**src/rtl/uart_tx_sched.sv**
```systemverilog
`default_nettype none
// ============================================================================
// Module  : uart_tx_sched
// Purpose : Round-robin scheduler sharing one trigger-started UART transmitter
//           between NUM_REQ byte producers; owns all frame and gap timing.
// Revision: 1.0
// ============================================================================
module uart_tx_sched #(
   parameter int NUM_REQ    = 4,
   parameter int BIT_CYCLES = 2,
   parameter int GAP_CYCLES = 2,
   parameter int CNT_W      = 16
) (
   input  logic                       clk,
   input  logic                       rst_n,
   input  logic                       enable,
   input  logic [NUM_REQ-1:0]         req_valid,
   input  logic [8*NUM_REQ-1:0]       req_data,
   output logic [NUM_REQ-1:0]         req_ready,
   output logic                       tx_trigger,
   output logic [7:0]                 tx_data,
   output logic [$clog2(NUM_REQ)-1:0] grant_id,
   output logic                       busy,
   output logic                       frame_done
);

   localparam int IDX_W = $clog2(NUM_REQ);

   localparam logic [1:0] S_IDLE = 2'd0;
   localparam logic [1:0] S_TRIG = 2'd1;
   localparam logic [1:0] S_SEND = 2'd2;
   localparam logic [1:0] S_GAP  = 2'd3;

   localparam logic [IDX_W:0]   c_num_req   = (IDX_W+1)'(NUM_REQ);
   localparam logic [IDX_W-1:0] c_last_init = IDX_W'(NUM_REQ - 1);
   localparam logic [CNT_W-1:0] c_send_last = CNT_W'(11*BIT_CYCLES - 1);
   localparam logic [CNT_W-1:0] c_gap_last  = CNT_W'((GAP_CYCLES > 0) ? GAP_CYCLES - 1 : 0);
   localparam bit               c_has_gap   = (GAP_CYCLES > 0);

   logic [1:0]       r_state;
   logic [CNT_W-1:0] r_cnt;
   logic [IDX_W-1:0] r_last;
   logic [IDX_W-1:0] r_grant_id;
   logic [7:0]       r_tx_data;
   logic             r_busy;
   logic             r_frame_done;

   logic [IDX_W:0]   w_cand;
   logic [IDX_W-1:0] w_sel;
   logic             w_found;
   logic             w_accept;

   // Search upward from the requester after the last winner, wrapping at NUM_REQ.
   always_comb begin
      w_found = 1'b0;
      w_sel   = '0;
      w_cand  = '0;
      for (int k = 1; k <= NUM_REQ; k++) begin
         w_cand = {1'b0, r_last} + (IDX_W+1)'(k);
         if (w_cand >= c_num_req) begin
            w_cand = w_cand - c_num_req;
         end
         if (!w_found && req_valid[w_cand[IDX_W-1:0]]) begin
            w_found = 1'b1;
            w_sel   = w_cand[IDX_W-1:0];
         end
      end
   end

   assign w_accept = rst_n && enable && (r_state == S_IDLE) && w_found;

   for (genvar i = 0; i < NUM_REQ; i++) begin : g_ready
      assign req_ready[i] = w_accept && (w_sel == IDX_W'(i));
   end

   always_ff @(posedge clk) begin
      if (!rst_n) begin
         r_state      <= S_IDLE;
         r_cnt        <= '0;
         r_last       <= c_last_init;
         r_grant_id   <= '0;
         r_tx_data    <= 8'h00;
         r_busy       <= 1'b0;
         r_frame_done <= 1'b0;
      end else begin
         r_frame_done <= 1'b0;
         case (r_state)
            S_IDLE: begin
               if (w_accept) begin
                  r_tx_data  <= req_data[8*w_sel +: 8];
                  r_grant_id <= w_sel;
                  r_last     <= w_sel;
                  r_busy     <= 1'b1;
                  r_state    <= S_TRIG;
               end
            end
            S_TRIG: begin
               r_cnt   <= '0;
               r_state <= S_SEND;
            end
            S_SEND: begin
               if (r_cnt == c_send_last) begin
                  r_cnt <= '0;
                  if (c_has_gap) begin
                     r_state <= S_GAP;
                  end else begin
                     r_state      <= S_IDLE;
                     r_busy       <= 1'b0;
                     r_frame_done <= 1'b1;
                  end
               end else begin
                  r_cnt <= r_cnt + 1'b1;
               end
            end
            S_GAP: begin
               if (r_cnt == c_gap_last) begin
                  r_cnt        <= '0;
                  r_state      <= S_IDLE;
                  r_busy       <= 1'b0;
                  r_frame_done <= 1'b1;
               end else begin
                  r_cnt <= r_cnt + 1'b1;
               end
            end
            default: begin
               r_state <= S_IDLE;
               r_busy  <= 1'b0;
            end
         endcase
      end
   end

   assign tx_trigger = (r_state == S_TRIG);
   assign tx_data    = r_tx_data;
   assign grant_id   = r_grant_id;
   assign busy       = r_busy;
   assign frame_done = r_frame_done;

endmodule
`default_nettype wire
```
**config.mk**
```make
export PLATFORM = sky130hd
export DESIGN_NAME = uart_tx_sched
export DESIGN_NICKNAME = d
export VERILOG_FILES = /design/src/rtl/uart_tx_sched.sv
export SDC_FILE = /design/constraint.sdc
export NUM_CORES = 1
export LEC_CHECK = 0
export CAP_MARGIN = 10
export CELL_PAD_IN_SITES_DETAIL_PLACEMENT = 1
export CELL_PAD_IN_SITES_GLOBAL_PLACEMENT = 1
export CORE_ASPECT_RATIO = 1.4
export CORE_MARGIN = 1.5
export CORE_UTILIZATION = 36
export CTS_CLUSTER_SIZE = 16
export DETAILED_ROUTE_END_ITERATION = 8
export GPL_ROUTABILITY_DRIVEN = 0
export PLACE_DENSITY = 0.94
export SYNTH_ARGS = -nofsm -noshare
export SYNTH_HDL_FRONTEND = slang
export SYNTH_SLANG_ARGS = --single-unit
```
**constraint.sdc**
```tcl
create_clock -name clk -period 4.9 [get_ports clk]
set_input_delay 0.49 -clock clk [delete_from_list [all_inputs] [get_ports clk]]
set_output_delay 0.49 -clock clk [all_outputs]
set_load 0.1 [all_outputs]
```
==> out/summary.txt, run 1 <==
=================================================================================
Result of the run                                                    complete, no violations
Pin count of the biggest net entering global routing                           23
Power Density                                                         445 mW/mm^2
Number of enable flip-flop cells after synthesis                                0
Global-route wire length before repair                               8990 microns
Final WL                                                             5280 microns
Highest metal layer with signal wires                                        met4
Most numerous cell in the Yosys netlist                                   dfxtp_1
Post-Syn Nets                                                                 262
Vias in the first global route                                               1963
Number of gates resized after cts                                               0
FILL cells                                                                    557
Post-route minimum period                                                 3350 ps
Min-Delay Path Class                                                 flop to flop
Min setup slack post-route                                                1550 ps
Area after detailed placement                                        0.00239 sq mm
Type of destination of the critical path                              output port
Commonest register cell after synthesis                                   dfxtp_1
Core Box Area                                                        0.00484 sq mm
CTS root buf                                                             clkbuf_8
YS warnings                                                                     0
Area Overhead vs Synth                                                      39.8%
Post-synthesis instance total                                                 216
Width of the chip                                                    62.8 microns
Final setup violation count                                                     0
Post-synthesis cell area                                             0.00180 sq mm
Total instance count after detailed placement                                 326
CTS Hold Buffers Added                                                          0
Total routed wire length on the met1 layer                           1950 microns
Skew final                                                                8.14 ps
Sequential fraction of the synthesis area                                   35.6%
Pleak                                                                    0.887 nW
Starting density of the core                                                37.2%
Post-DR wirelength/cell                                              15.8 microns
Dpl ws                                                                    1540 ps
Residual DRC                                                                    0
Count of nets after finishing                                                 315
GR Overflow Total                                                               0
Max Root-Sink Buffers                                                           2
Length of the first detailed-routing pass in iterations                         4
Post-Synthesis Mean Instance Area                                      8.34 sq um
Unique masters post-synth                                                      40
Setup repair after global routing missed its margin                            no
Crit path max fanout                                                           18
Initial antenna violation count                                                 0
H-tree levels                                                                   2
Final critical-path share of the clock period                               68.3%
Critical Path AT                                                          2860 ps
Vias per cell                                                                5.41
Final std cell area, no fill                                         0.00252 sq mm
Cell internal power dissipation                                          0.623 mW
Number of maximum-capacitance constraint violations                             0
All-Layer GR Usage                                                          21.1%
Post-synth top area share                                                   35.6%
Max-Slew Margin vs Limit                                                    32.3%
Leading area contributor after synthesis                                  dfxtp_1
Sink Count                                                                     32
Die Area                                                             0.00544 sq mm
Number of pins exceeding their max-slew limit in the final report               0
Portion of total power attributed to combinational logic                    46.6%
Clock tree from TritonCTS                                                     yes
Final Hold Vio Count                                                            0
Buffer count from post-CTS setup fixing                                         0
Clock latency at the later pin of the worst-skew pair                      290 ps
Post-detailed-route count of antenna-violating nets                             0
Initial drt markers                                                            45
Chip height                                                          86.7 microns
Routed length on met2                                                2890 microns
Synth cell count leaders                                             32 x dfxtp_1, 23 x nand3_1, 22 x nor2_1, 17 x nand2_1
Worst R2R Setup Slack                                                     2240 ps
Register clock-pin slew on the reported worst setup and hold paths          70 ps
WL met3                                                               293 microns
Power share of the clock group                                              24.9%
Highest attainable clock frequency                                        299 MHz
Synthesized flop and latch total                                               32
FFs w/ async S/R, synth                                                        0%
Detailed Place HPWL                                                  4050 microns
Measured slew at the worst slew-check pin                                 1010 ps
Share of layout cells above drive strength 1                                10.0%
Required time at the worst-slack endpoint                                 4410 ps
Final setup TNS                                                              0 ps
Maximum VDD drop                                                           221 uV
Number of core rows                                                            30
Share of power burned in registers                                          28.4%
Post-layout instance count excluding filler cells                             334
Top cells by area in the synthesized netlist                         dfxtp_1 36%, nand3_1 6.4%, mux2i_1 5.0%
Critical path start-end classification                               input pin to output port
Startpoint types                                                        input pin
TritonCTS Buffers                                                               5
Switching part of the total power                                           44.3%
Net Switching                                                            0.496 mW
Ant diodes                                                                      0
Number of port buffers                                                         55
Via count                                                                    1806
Num ports                                                                      56
=================================================================================
power by group through the flow:
stage                     Sequential (mW)  Combinational (mW)  Clock [mW]
final                               0.318               0.522       0.279
after global routing                0.323               0.558       0.295
after CTS                           0.318               0.525       0.284
after detailed placement            0.323               0.520           0
after global placement              0.321               0.508           0
after floorplan                     0.477               0.228           0
per-stage QoR:
stage	util, %	hold slack [ps]	power [mW]
CTS	52.0	500	1.13
global route	52.0	534	1.18
floorplan	-	465	0.706
global placement	49.4	463	0.829
detailed placement	49.4	483	0.844
finish	52.0	498	1.12
flip-flops by register name, indices dropped and copies added (netlist names):
name	cells
busy	1
frame_done	1
grant_id	2
r_cnt	16
r_last	2
r_state	2
tx_data	8
final cells by class:
cell class                 instances  area [sq um]  area share (%)
clock buffer                       7          96.3            3.83
clock inverter                     1          30.0            1.19
inverter                          10          37.5            1.49
multi-input combinational        164          1080            43.1
sequential                        32           641            25.4
tap                               64          80.1            3.18
timing repair buffer              56           548            21.8
worst paths after layout:
| path | start | endpoint | cells after the start |
|---|---|---|---|
| worst max-delay path | rst_n | req_ready[2] | 6 |
| worst min-delay path | tx_data[4] | tx_data[4] | 2 |
| worst max register to register | r_cnt[0] | r_cnt[11] | 6 |
| worst min register to register | tx_data[4] | tx_data[4] | 2 |
per-layer routing:
metal  GRT usage [%]  up-vias
met1            20.2      845
met3            5.84       16
met4            10.5        0
li1                -      880
met5               0        -
met2            40.9       65
cell families after synthesis:
group / after synthesis / synth area share [%]
and+or+nand+nor: 97 / 28.1
AOI/OAI and AO/OA: 32 / 11.9
DFF: 32 / 35.6
buffers and inverters: 20 / 4.17
muxes: 17 / 10.0
xor gates and xnor gates: 11 / 5.35
adders and majority gates: 7 / 4.86
layout by cell type (no fill, tap or decap), types with 7 or more instances in the layout:
cell,Yosys,final
a21oi_1,8,8
clkbuf_8,0,7
clkdlybuf4s50_1,0,51
dfxtp_1,32,32
ha_1,7,7
inv_1,10,10
mux2_2,8,8
mux2i_1,9,9
nand2_1,17,17
nand3_1,23,23
nor2_1,22,22
worst max-delay path: stages:
cell and delay (ps):
clkdlybuf4s50_1 850, nand3_1 170, nor2_1 640, nand2_1 240, nor2_1 150, buf_4 300
No activity file was read; power rests on OpenSTA's default activity.
==> run 2: changes to the inputs <==
--- a/config.mk
+++ b/config.mk
@@ -10,11 +10,11 @@
 export CELL_PAD_IN_SITES_GLOBAL_PLACEMENT = 1
 export CORE_ASPECT_RATIO = 1.4
 export CORE_MARGIN = 1.5
-export CORE_UTILIZATION = 36
+export CORE_UTILIZATION = 30
 export CTS_CLUSTER_SIZE = 16
 export DETAILED_ROUTE_END_ITERATION = 8
 export GPL_ROUTABILITY_DRIVEN = 0
-export PLACE_DENSITY = 0.94
+export PLACE_DENSITY = 0.85
 export SYNTH_ARGS = -nofsm -noshare
 export SYNTH_HDL_FRONTEND = slang
 export SYNTH_SLANG_ARGS = --single-unit
==> constraint.sdc (replaced) <==
create_clock -name clk -period 2.7 [get_ports clk]
set_input_delay 0.27 -clock clk [delete_from_list [all_inputs] [get_ports clk]]
set_output_delay 0.27 -clock clk [all_outputs]
set_load 0.1 [all_outputs]
==> run 2 against run 1 <==
Via count increased by 0.94%. Routed wire length shrank 0.55%. Non-clock buffer count up 6. Highest routed layer unchanged. Sequential cell count stayed put. Largest cell class unchanged.
==> out/summary.txt, run 2 (synthesized netlist as in run 1, its figures left out) <==
=================================================================================
Result of the run                                                    complete, no violations   unchanged
Setup repair after global routing missed its margin                            no   unchanged
Residual DRC                                                                    0   unchanged
Skew final                                                                6.05 ps   was 8.14 ps
Vias in the first global route                                               1972   was 1963
Count of nets after finishing                                                 321   was 315
Min-Delay Startpoint                                                  grant_id[1]   was tx_data[4]
Core Box Area                                                        0.00582 sq mm   was 0.00484 sq mm
Final WL                                                             5250 microns   was 5280 microns
Startpoint types                                                        input pin   unchanged
Required time at the worst-slack endpoint                                 2430 ps   was 4410 ps
Buffer count from post-CTS setup fixing                                         0   unchanged
TritonCTS Buffers                                                               5   unchanged
Maximum VDD drop                                                           328 uV   was 221 uV
Most used cells in the layout excluding fill and tap cells           38 x clkdlybuf4s50_1, 32 x dfxtp_1, 23 x nand3_1   was 51 x clkdlybuf4s50_1, 32 x dfxtp_1, 23 x nand3_1
CP Launch Point                                                      req_valid[3]   was rst_n
Num ports                                                                      56   unchanged
Pin count of the biggest net entering global routing                           18   was 23
Number of port buffers                                                         55   unchanged
Final Hold Vio Count                                                            0   unchanged
Die Area                                                             0.00648 sq mm   was 0.00544 sq mm
Register clock-pin slew on the reported worst setup and hold paths          70 ps   about the same
Pleak                                                                    0.932 nW   was 0.887 nW
CTS root buf                                                             clkbuf_8   unchanged
Via count                                                                    1823   was 1806
R2r worst-path depth                                                            6   unchanged
Critical path start-end classification                               input pin to output port   unchanged
Max-Slew Margin vs Limit                                                    50.6%   was 32.3%
Area Overhead vs Synth                                                      42.4%   was 39.8%
Crit-path slowest cell                                                    a31oi_1   was clkdlybuf4s50_1
Post-DR wirelength/cell                                              15.2 microns   was 15.8 microns
Number of maximum-capacitance constraint violations                             0   unchanged
Detailed Place HPWL                                                  4090 microns   was 4050 microns
Max reg flops                                                                  16   unchanged
H-tree levels                                                                   2   unchanged
All-Layer GR Usage                                                          18.5%   was 21.1%
Max Root-Sink Buffers                                                           2   unchanged
Delay of the slowest cell on the worst path                                570 ps   was 850 ps
Starting density of the core                                                30.9%   was 37.2%
Crit path max fanout                                                            8   was 18
CTS Hold Buffers Added                                                          0   unchanged
GR Overflow Total                                                               0   unchanged
Number of gates resized after cts                                               0   unchanged
Sink Count                                                                     32   unchanged
Final setup violation count                                                     0   unchanged
Total instance count after detailed placement                                 338   was 326
Width of the chip                                                    68.5 microns   was 62.8 microns
Initial antenna violation count                                                 0   unchanged
Ant diodes                                                                      0   unchanged
Largest reg by FF count                                                     r_cnt   unchanged
Power Density                                                         751 mW/mm^2   was 445 mW/mm^2
Cell chain of the critical path                                      clkdlybuf4s50_1 -> nor2b_1 -> o21ai_0 -> a31oi_1 -> and3_1 -> buf_12   was clkdlybuf4s50_1 -> nand3_1 -> nor2_1 -> nand2_1 -> nor2_1 -> buf_4
Length of the first detailed-routing pass in iterations                         2   was 4
Instance count along the most critical hold path                                2   unchanged
Chip height                                                          94.7 microns   was 86.7 microns
Post-detailed-route count of antenna-violating nets                             0   unchanged
Most common cell after layout, fill and taps aside                   clkdlybuf4s50_1   unchanged
Number of pins exceeding their max-slew limit in the final report               0   unchanged
Global-route wire length before repair                               8980 microns   was 8990 microns
Post-layout instance count excluding filler cells                             345   was 334
Measured slew at the worst slew-check pin                                  737 ps   was 1010 ps
Final critical-path share of the clock period                               93.1%
Critical Path AT                                                          2240 ps   was 2860 ps
Initial drt markers                                                            59   was 45
Clock tree from TritonCTS                                                     yes   unchanged
Vias per cell                                                                5.28   was 5.41
Final setup TNS                                                              0 ps   unchanged
Number of core rows                                                            33   was 30
Post-route minimum period                                                 2510 ps
Highest attainable clock frequency                                        398 MHz
Share of layout cells above drive strength 1                                17.1%   was 10.0%
Clock latency at the later pin of the worst-skew pair                      290 ps   about the same
Min-Delay Path Class                                                 flop to flop   unchanged
Type of destination of the critical path                              output port   unchanged
Reg2reg start                                                          r_state[0]   was r_cnt[0]
=================================================================================
run 2: stage by stage:
step | power (mW) | instance area, sq um | worst slack, ps | utilization [%] | hold WS [ps]
2_1_floorplan | 1.29 | 1810 | -22.4 | - | 465
3_3_place_gp | 1.56 | 2490 | 309 | 42.7 | 446
3_5_place_dp | 1.58 | 2490 | 185 | 42.7 | 456
4_1_cts | 1.95 | 2560 | 173 | 44.0 | 481
5_1_grt | 2.03 | 2560 | 68.2 | 44.0 | 520
6_report | 1.92 | 2560 | 185 | 44.0 | 477
run 2: cell type report:
class                           count  area [sq um]
Fill cell                         681          3260
Clock buffer                        6          72.6
Sequential cell                    32           641
Timing Repair Buffer               62           623
Inverter                           10          37.5
Tap cell                           70          87.6
Clock inverter                      1          5.00
Multi-Input combinational cell    164          1100
run 2: path summary, 6_finish.rpt:
check	slack [ps]	end
worst max register to register	390	r_cnt[9]
worst min register to register	480	grant_id[1]
worst max-delay path	190	req_ready[3]
worst min-delay path	480	grant_id[1]
run 2: power by group:
group          switching [mW]  leakage, nW  internal (mW)
Combinational           0.682        0.630          0.306
Clock                   0.182       0.0410          0.175
Sequential             0.0460        0.260          0.533
Total                   0.910        0.932           1.01
run 2: metal layers:
metal  up-vias  part of all wire, %  global-route usage (%)
met5         -                    0                       0
met4         0                  2.2                    8.83
met2        60                   55                    34.3
met1       863                   36                    17.5
met3         9                  6.4                    6.20
li1        891                    -                       -
run 2: worst max-delay path, delay by kind of cell:
| kind | cells | cell delay (ps) |
|---|---|---|
| AO/OA/AOI/OAI | 2 | 730 |
| buffers and inverters | 2 | 700 |
| AND/OR/NAND/NOR | 2 | 540 |
